### src/rtl/div32_seq.sv
// Iterative radix-2 restoring divider with signed/unsigned mode and a start/busy/done handshake.
// One quotient bit per clock; sign correction and divide-by-zero results are applied in a final FIX cycle.
module div32_seq #(
  parameter int WIDTH   = 32,
  parameter bit DZ_FAST = 1'b1
) (
  input  logic             clk,
  input  logic             rst,
  input  logic             start,
  input  logic             mode,
  input  logic [WIDTH-1:0] a,
  input  logic [WIDTH-1:0] b,
  output logic             busy,
  output logic             done,
  output logic [WIDTH-1:0] quo,
  output logic [WIDTH-1:0] rem
);
  localparam int CW = $clog2(WIDTH + 1);

  typedef enum logic [1:0] {IDLE, CALC, FIX} state_t;
  state_t state, state_nx;

  logic [CW-1:0]    cnt;
  logic [WIDTH-1:0] r_q, q_q, dv, a_raw;
  logic             sign_q, sign_r, dz;

  logic [WIDTH-1:0] a_abs, b_abs;
  logic [WIDTH:0]   shifted, r_nx;
  logic             ge, b_zero, unused_r_msb;

  assign a_abs  = (mode && a[WIDTH-1]) ? (~a + 1'b1) : a;
  assign b_abs  = (mode && b[WIDTH-1]) ? (~b + 1'b1) : b;
  assign b_zero = (b == '0);

  // Partial remainder stays below the divisor, so the restored value always fits WIDTH bits.
  assign shifted      = {r_q, q_q[WIDTH-1]};
  assign ge           = (shifted >= {1'b0, dv});
  assign r_nx         = ge ? (shifted - {1'b0, dv}) : shifted;
  assign unused_r_msb = r_nx[WIDTH];

  always_comb begin
    state_nx = state;
    case (state)
      IDLE: if (start) state_nx = (DZ_FAST && b_zero) ? FIX : CALC;
      CALC: if (cnt == CW'(1)) state_nx = FIX;
      FIX:  state_nx = IDLE;
      default: state_nx = IDLE;
    endcase
  end

  always_ff @(posedge clk or posedge rst) begin
    if (rst) state <= IDLE;
    else     state <= state_nx;
  end

  always_ff @(posedge clk or posedge rst) begin
    if (rst) begin
      cnt    <= '0;
      r_q    <= '0;
      q_q    <= '0;
      dv     <= '0;
      a_raw  <= '0;
      sign_q <= 1'b0;
      sign_r <= 1'b0;
      dz     <= 1'b0;
      busy   <= 1'b0;
      done   <= 1'b0;
      quo    <= '0;
      rem    <= '0;
    end else begin
      done <= 1'b0;
      case (state)
        IDLE: if (start) begin
          r_q    <= '0;
          q_q    <= a_abs;
          dv     <= b_abs;
          a_raw  <= a;
          sign_q <= mode & (a[WIDTH-1] ^ b[WIDTH-1]);
          sign_r <= mode & a[WIDTH-1];
          dz     <= b_zero;
          cnt    <= CW'(WIDTH);
          busy   <= 1'b1;
        end
        CALC: begin
          cnt <= cnt - 1'b1;
          q_q <= {q_q[WIDTH-2:0], ge};
          r_q <= r_nx[WIDTH-1:0];
        end
        FIX: begin
          // Divide-by-zero overrides the core result even when it ran the full length.
          quo  <= dz ? '1    : (sign_q ? (~q_q + 1'b1) : q_q);
          rem  <= dz ? a_raw : (sign_r ? (~r_q + 1'b1) : r_q);
          done <= 1'b1;
          busy <= 1'b0;
        end
        default: ;
      endcase
    end
  end
endmodule

### config.mk
export PLATFORM = sky130hd
export DESIGN_NAME = div32_seq
export DESIGN_NICKNAME = d
export VERILOG_FILES = /design/src/rtl/div32_seq.sv
export SDC_FILE = /design/constraint.sdc
export NUM_CORES = 1
export LEC_CHECK = 0
export BUFFER_PORTS_ARGS = -buffer_cell sky130_fd_sc_hd__clkbuf_2
export CAP_MARGIN = 20
export CORE_ASPECT_RATIO = 1.4
export CORE_MARGIN = 5
export CORE_UTILIZATION = 30
export DETAILED_ROUTE_END_ITERATION = 8
export PLACE_DENSITY = 0.42
export SETUP_SLACK_MARGIN = 0.15
export SYNTH_ARGS = -nofsm -noshare
export SYNTH_HDL_FRONTEND = slang
export SYNTH_SLANG_ARGS = --single-unit
### constraint.sdc
create_clock -name clk -period 14.15 [get_ports clk]
set_input_delay 0.7075 -clock clk [delete_from_list [all_inputs] [get_ports clk]]
set_output_delay 0.7075 -clock clk [all_outputs]
set_load 0.03 [all_outputs]
==> results.txt, run 1 <==
The top cell type by area accounts for 41.07% of the synthesized area. The final cell area excluding filler cells was 14,480 um^2; the reg-to-reg setup timing slack was 10.64 ns. For the area taken by multi-input logic gates, the log shows 6870 um^2. The final layout contains routed wiring with a total length of 35,930 um.

By count the netlist is led by sky130_fd_sc_hd__nand2_1, sky130_fd_sc_hd__dfrtp_1, sky130_fd_sc_hd__a21oi_1. By area the synthesized netlist is led by sky130_fd_sc_hd__dfrtp_1, sky130_fd_sc_hd__nand2_1, sky130_fd_sc_hd__xor2_1. Compared with the post-synthesis result, the final layout area differs by 15.88%. The path type of the worst setup path was reg -> reg. The synthesized design contains 205 register bits.

The logs give 5131 um^2 for the footprint of the flip-flops and latches and 15.42% for the overall track demand over capacity in global routing. In this run the tightest slew margin relative to its limit is 30.41%. The tools report the detailed-placement wirelength estimate as 26,890 um.

The type of element launching the critical path was a register. The count of buffers added on input and output ports is 133. The tools report the number of iterations in the first detailed-routing pass as 5. After detailed routing, the wire length on met1 is 16,110 um.

The number of antenna violations at the first check in global routing is 0, and the total number of yosys warnings is 0. The most used flip-flop cell after synthesis is sky130_fd_sc_hd__dfrtp_1. The number of cell instances on the worst register-to-register path is 9. The core region is 41,180 um^2.

Entering global routing, the biggest net connects 99 pins. The mean routed wirelength per cell works out to 16.77 um. The count of hold-fix buffers inserted at cts is 0, and the mean post-synth cell area is 8.384 um^2. The largest fanout on the critical path is 5, and the count of different cell masters after synthesis is 60. After detailed routing, the met2 layer carries 17,900 um of wire. For this run, the top clock speed supported by timing is 284.6 MHz. Kind of end point of the critical path: a register.

The floorplan step set the die height to 251.4 um. In the final layout, the share of cells above drive strength 1 is 12.73%. Once the clock tree was built, the setup fixing pass inserted 0 buffers. The max-slew violation count was 0.

Summed over all failing endpoints, the final setup total negative slack is 0 ns. TritonCTS built the clock tree. Clock slew at the register clock pins of the worst setup and hold paths: 0.06 ns. After detailed routing, the number of vias per cell comes to 4.849. The first global-routing pass estimated 58,250 um of wire. For the final database, setup skew stands at 0.01332 ns. For the cell area after technology mapping, the log shows 12,490 um^2.

The count of routing violations after the opening detailed-route iteration was 491. Max-cap violations in this run came to 0. CTS placed an instance of sky130_fd_sc_hd__clkbuf_16 at the clock tree root. After filler insertion, the fill cell instance count of the layout stands at 4,354.

For this run, design rule violations remaining after detail routing come to 0. The number of flops mapped to enable cells by yosys was 0; the net total in the final layout was 1,692. Of all flip-flops after synthesis, the portion carrying an async set or reset was 100.0%.

The run gives 88 as the row count. The worst path required time is 14.54 ns, and the x dimension of the die is 182.5 um. Number of diodes: 0. The tools report the critical path arrival as 3.90 ns. The logs give 1 for the number of H-tree branching levels and 0.8741 for the routability congestion estimate from global placement. The number of clock buffers added by TritonCTS is 24. The later-pin clock latency in the skew report came out at 0.53 ns. The highest layer touched by signal routing is met4. Setup repair after global routing left no endpoint under its margin.

The routed length on met3 was 1218 um. The completed layout was analyzed and its total power is 3785 uW. The static leakage power was 0.006566 uW; the power per cell area was 261.5 nW/um^2. Kind of path behind the tightest hold check: in -> async.

The transition time of the tightest slew-check pin was 1.044 ns; the post-cts gate resize count was 0. Of all cell types, the one taking the most synthesized area is sky130_fd_sc_hd__dfrtp_1. The worst path uses 24.83% of the clock period.

The die covers 45,880 um^2. Setup violations remaining at the end of the flow were counted as 0. For the effective utilization at floorplan, the log shows 30.34%. The tools report the maximum root-to-sink buffer count as 3.

CTS saw 205 sinks. For the post-synthesis net count, the log shows 1,597. The number of placed instances, taps included, is 2,099.

After global routing the overflow that remains totals 0. The run gives 10,386 as the total via count in the routed design. Synthesis produced 1,490 cells. The count of antenna-violating nets left after detailed routing came out at 0.

The clock period could shrink to 3.513 ns. The count of cells in the finished layout, fillers not included, comes to 2,142. For the count of endpoints failing hold in the final timing report, the log shows 0. The share of synthesized area occupied by flip-flops and latches is 41.07%, and the via count of the first global-routing pass is 10,525. The standard cell area after detailed placement was 13,680 um^2.

VDD sags by at most 0.00008939 V. The run finished with clean final reports. The final worst-path setup slack was 10.64 ns; the post-placement worst setup slack was 10.52 ns. For the top-level port count, the log shows 134. The most used standard cell by instance count after synthesis is sky130_fd_sc_hd__nand2_1.
==> kinds of logic after synthesis <==
| group | Yosys count | synth area share [%] |
|---|---|---|
| and+or+nand+nor | 496 | 17.69 |
| adders and majority gates | 39 | 3.966 |
| xor gates and xnor gates | 146 | 10.24 |
| buffers and inverters | 140 | 4.257 |
| DFF | 205 | 41.07 |
| AOI/OAI and AO/OA | 433 | 20.29 |
| muxes | 31 | 2.494 |
==> worst max-delay path, stage by stage, from the launching register on <==
cell and delay, ns:
sky130_fd_sc_hd__dfrtp_1 0.44, sky130_fd_sc_hd__or2_1 0.26, sky130_fd_sc_hd__or4_1 0.47, sky130_fd_sc_hd__nand2b_1 0.24, sky130_fd_sc_hd__or3_1 0.43, sky130_fd_sc_hd__nand2b_1 0.22
sky130_fd_sc_hd__o21ai_1 0.38, sky130_fd_sc_hd__nand2_1 0.29, sky130_fd_sc_hd__xnor2_1 0.53, sky130_fd_sc_hd__a21oi_1 0.13
==> registers in the layout, summed over array words and instances, names as in the netlist, 2 cells and up <==
signal	count
a_raw	32
cnt	6
dv	32
q_q	32
quo	32
r_q	32
rem	32
state	2
==> through the flow <==
stage | hold slack [ns] | util [%]
finish | 0.3006 | 35.15
floorplan | 0.4374 | -
CTS | 0.3337 | 35.15
global route | 0.3802 | 35.15
global placement | 0.4548 | 33.22
detailed placement | 0.4624 | 33.23
==> power by group <==
| part | total (uW) | switching [uW] | internal, uW |
|---|---|---|---|
| combinational | 2050 | 1220 | 829 |
| clock | 632 | 252 | 380 |
| sequential | 1100 | 264 | 837 |
==> layout by cell type, fill, tap and decap left out, types with 23 or more instances in the layout <==
master,Yosys,layout
sky130_fd_sc_hd__mux2i_1,30,30
sky130_fd_sc_hd__xnor2_1,66,66
sky130_fd_sc_hd__o31ai_1,23,23
sky130_fd_sc_hd__ha_1,38,38
sky130_fd_sc_hd__a21oi_1,119,119
sky130_fd_sc_hd__nand2_1,231,231
sky130_fd_sc_hd__o21ai_1,101,100
sky130_fd_sc_hd__nand3_1,47,47
sky130_fd_sc_hd__a22oi_1,26,26
sky130_fd_sc_hd__o21ai_0,89,89
sky130_fd_sc_hd__dfrtp_1,205,204
sky130_fd_sc_hd__clkbuf_16,0,25
sky130_fd_sc_hd__inv_1,60,59
sky130_fd_sc_hd__xor2_1,80,80
sky130_fd_sc_hd__nor2_1,107,105
sky130_fd_sc_hd__clkbuf_2,0,133
==> routing by layer <==
metal,up-vias,track usage [%]
li1,5381,-
met1,4810,19.75
met2,161,27.53
met3,34,1.889
met4,0,3.948
met5,-,0
==> cell type report <==
cell class	instances	share of cell area [%]
multi-input combinational	1145	47.46
sequential	205	35.45
timing repair buffer	147	5.299
clock buffer	37	4.910
tap	540	4.668
inverter	62	1.660
clock inverter	6	0.5532
==> path summary, 6_finish.rpt <==
kind                                     from                    end
setup reg to reg           q_q[0]$_DFFE_PP0P_    quo[31]$_DFFE_PP0P_
max in group asynchronous                 rst    rem[30]$_DFFE_PP0P_
hold reg to reg             dv[7]$_DFFE_PP0P_      dv[7]$_DFFE_PP0P_
setup / recovery           q_q[0]$_DFFE_PP0P_    quo[31]$_DFFE_PP0P_
hold / removal                            rst    quo[30]$_DFFE_PP0P_
min in group clk                        a[23]  a_raw[23]$_DFFE_PP0P_
(Power assumes the default switching activity.)
==> run 2, diff against run 1 <==
==> constraint.sdc (replaced) <==
create_clock -name clk -period 3.6 [get_ports clk]
set_input_delay 0.18 -clock clk [delete_from_list [all_inputs] [get_ports clk]]
set_output_delay 0.18 -clock clk [all_outputs]
set_load 0.03 [all_outputs]
==> run 2 against run 1 <==
Global-route usage rose by 0.33 points. Final cell count rose by 4.3%. Combinational power rose to 4.1 times the previous value. Register-to-register slack got worse by 10 ns. First-iteration DRC count rose by 2.0%. Clock power rose to 4.1 times the previous value. Worst hold slack got worse by 0.15 ns. Critical endpoint is now r_q[30]$_DFFE_PP0P_. Largest power group unchanged.
==> results.txt, run 2 (same netlist as run 1, synthesis figures left out) <==
The run finished with clean final reports. The count of routing violations after the opening detailed-route iteration is 501 (+2.0%), and the ratio of cells with drive above 1 in the final layout is 13.86% (+1.1 points). The headroom to the max-slew limit was 44.72% (+14 points).

The worst setup path is launched from a register. The detailed-placement wirelength estimate came out at 27,820 um (+3.4%). The tools report the number of antenna violations at the first check in global routing as 0 (unchanged).

Top-level port count: 134 (unchanged). The largest fanout on the critical path works out to 8 (+3). The overall track demand over capacity in global routing is 15.75% (+0.33 points), and the synthesis-to-layout area growth is 23.31%.

Worst path required time: 4.02 ns (-10.52 ns). The fmax was 315.6 MHz (+11%). For the wire length of the first global-routing pass, the log shows 59,650 um (+2.4%). The tools report the total routed wirelength as 36,820 um (+2.5%).

The number of iterations in the first detailed-routing pass is 5 (unchanged). Clock slew at the register clock pins of the worst setup and hold paths: 0.06 ns (about the same). The run gives 0.006993 uW (+6.5%) as the static leakage power. The vertical die dimension was 251.4 um (unchanged). Kind of end point of the critical path: a register. The post-layout minimum cycle time came out at 3.169 ns (-0.3447 ns).

The net total in the final layout was 1,784 (+5.4%). The DRC violation count after routing is 0 (unchanged), and the clock net sink count is 205 (unchanged). Largest net degree at the start of global routing: 77 (-22%). Clock tree synthesis selected as its root buffer the cell sky130_fd_sc_hd__clkbuf_16. The tightest hold margin was 0.1483 ns (-0.1522 ns); the share of the cycle needed by the critical path after routing was 88.02% (+63 points).

The max-slew violation count came out at 0 (unchanged). The count of antenna-violating nets left after detailed routing is 0 (unchanged), and the total via count in the routed design is 10,745 (+3.5%). The effective utilization at floorplan was 30.34% (unchanged); the via count of the first global-routing pass was 10,753 (+2.2%).

For the number of buffers created by CTS, the log shows 25 (+4.2%). The logs give 0 ns (unchanged) for the post-route setup TNS and 41,180 um^2 (unchanged) for the total core area. The power per cell area works out to 986.4 nW/um^2 (+280%). The tools report the row count as 88 (unchanged). The transition time of the tightest slew-check pin was 0.8271 ns (-0.2167 ns); the maximum clock skew at final layout was 0.02010 ns (+0.006782 ns). The mean routed wirelength per cell was 16.47 um (-1.8%). The later-pin clock latency in the skew report was 0.54 ns (about the same). For the number of diodes, the log shows 0 (unchanged).

The kind of path behind the tightest hold check was in -> reg. The peak supply drop was 0.0003787 V (+320%); the filler cell count was 4,317 (-0.85%). The count of endpoints failing hold in the final timing report is 0 (unchanged), and the via count normalized by instance count is 4.808 (-0.85%). The routability congestion estimate from global placement was 0.8187 (-6.3%); the number of endpoints failing setup at the final stage was 0 (unchanged). The setup path with the least slack is of type reg -> reg. Leaving out fill and tap cells, the most frequent cell in the layout is sky130_fd_sc_hd__nand2_1. The tools report the die area as 45,880 um^2 (unchanged). TritonCTS built the clock tree. For the residual overflow from global routing, the log shows 0 (unchanged). The maximum root-to-sink buffer count was 3 (unchanged). The tools report the critical path arrival as 3.59 ns (-0.31 ns).

In the layout the commonest cells are sky130_fd_sc_hd__nand2_1, sky130_fd_sc_hd__dfrtp_1, sky130_fd_sc_hd__clkbuf_2. The number of max-cap violations was 0 (unchanged). Setup repair after global routing left no endpoint under its margin. The total of buffers placed on input and output ports was 133 (unchanged). X dimension of the die: 182.5 um (unchanged). The number of H-tree branching levels came out at 1 (unchanged).
## run 2: cell count changes in the layout (fill, tap and decap cells not counted), sizes merged
cell         before  now
clkinvlp          0    2
buf              14   38
dlygate4sd3       0   67
clkbuf          170  168
clkinv            5    7
## run 2: area by class of cell
class                           instances  area (um^2)  share of cell area, %
Timing Repair Buffer                  238         1659                  10.77
Multi-Input combinational cell       1145         6872                  44.61
Clock inverter                         10        106.4                 0.6904
Clock buffer                           35        723.2                  4.695
Tap cell                              540        675.6                  4.386
Inverter                               62        236.5                  1.535
Sequential cell                       205         5131                  33.31
## run 2: path summary, 6_finish.rpt
path	start	to	slack, ns	cells past startpoint
max in group asynchronous	rst	r_q[7]$_DFFE_PP0P_	2.47	4
max	q_q[31]$_DFFE_PP0P_	r_q[30]$_DFFE_PP0P_	0.43	14
min reg2reg	dv[29]$_DFFE_PP0P_	dv[29]$_DFFE_PP0P_	0.48	2
min	start	busy$_DFFE_PP0P_	0.15	4
max reg2reg	q_q[31]$_DFFE_PP0P_	r_q[30]$_DFFE_PP0P_	0.43	14
min in group asynchronous	rst	quo[7]$_DFFE_PP0P_	0.26	3
## run 2: stage by stage
step	cell area (um^2)	utilization (%)	total power (uW)	worst slack, ns	cells
floorplan	12500	-	10360	0.6738	1490
global placement	13900	33.76	12670	0.3074	2123
detailed placement	13900	33.76	12700	0.3144	2123
CTS	15400	37.40	15440	0.3087	2235
global route	15400	37.41	16630	0.1809	2235
finish	15400	37.41	15190	0.4313	2235
## run 2: timing repair
item                                   in CTS  in global routing
endpoints found under the hold margin     112                  0
setup endpoints to repair                   0                  3
setup buffers                               0                  0
resized for setup                           0                  1
hold buffers                               67                  0
## run 2: power breakdown
part | internal, uW | switching, uW
combinational | 3470 | 4870
sequential | 3290 | 990
clock | 1540 | 1040
total | 8300 | 6900
## run 2: routing by layer
| layer | share of wire (%) | track usage, % | up-vias |
|---|---|---|---|
| li1 | - | - | 5560 |
| met1 | 45 | 20.20 | 4985 |
| met2 | 51 | 28.46 | 164 |
| met3 | 3.1 | 1.586 | 36 |
| met4 | 1.8 | 3.776 | 0 |
| met5 | 0 | 0 | - |
## run 2: critical path, cell delays in order (launching register included)
cell	delay [ns]
sky130_fd_sc_hd__dfrtp_1	0.42
sky130_fd_sc_hd__inv_1	0.17
sky130_fd_sc_hd__ha_1	0.19
sky130_fd_sc_hd__inv_1	0.05
sky130_fd_sc_hd__fa_1	0.39
sky130_fd_sc_hd__a21o_1	0.17
sky130_fd_sc_hd__a21oi_1	0.25
sky130_fd_sc_hd__o211ai_1	0.15
sky130_fd_sc_hd__and2_1	0.21
sky130_fd_sc_hd__a21oi_1	0.15
sky130_fd_sc_hd__buf_4	0.18
sky130_fd_sc_hd__o31ai_1	0.11
sky130_fd_sc_hd__a221oi_1	0.34
sky130_fd_sc_hd__xor2_1	0.18
sky130_fd_sc_hd__o21ai_1	0.07
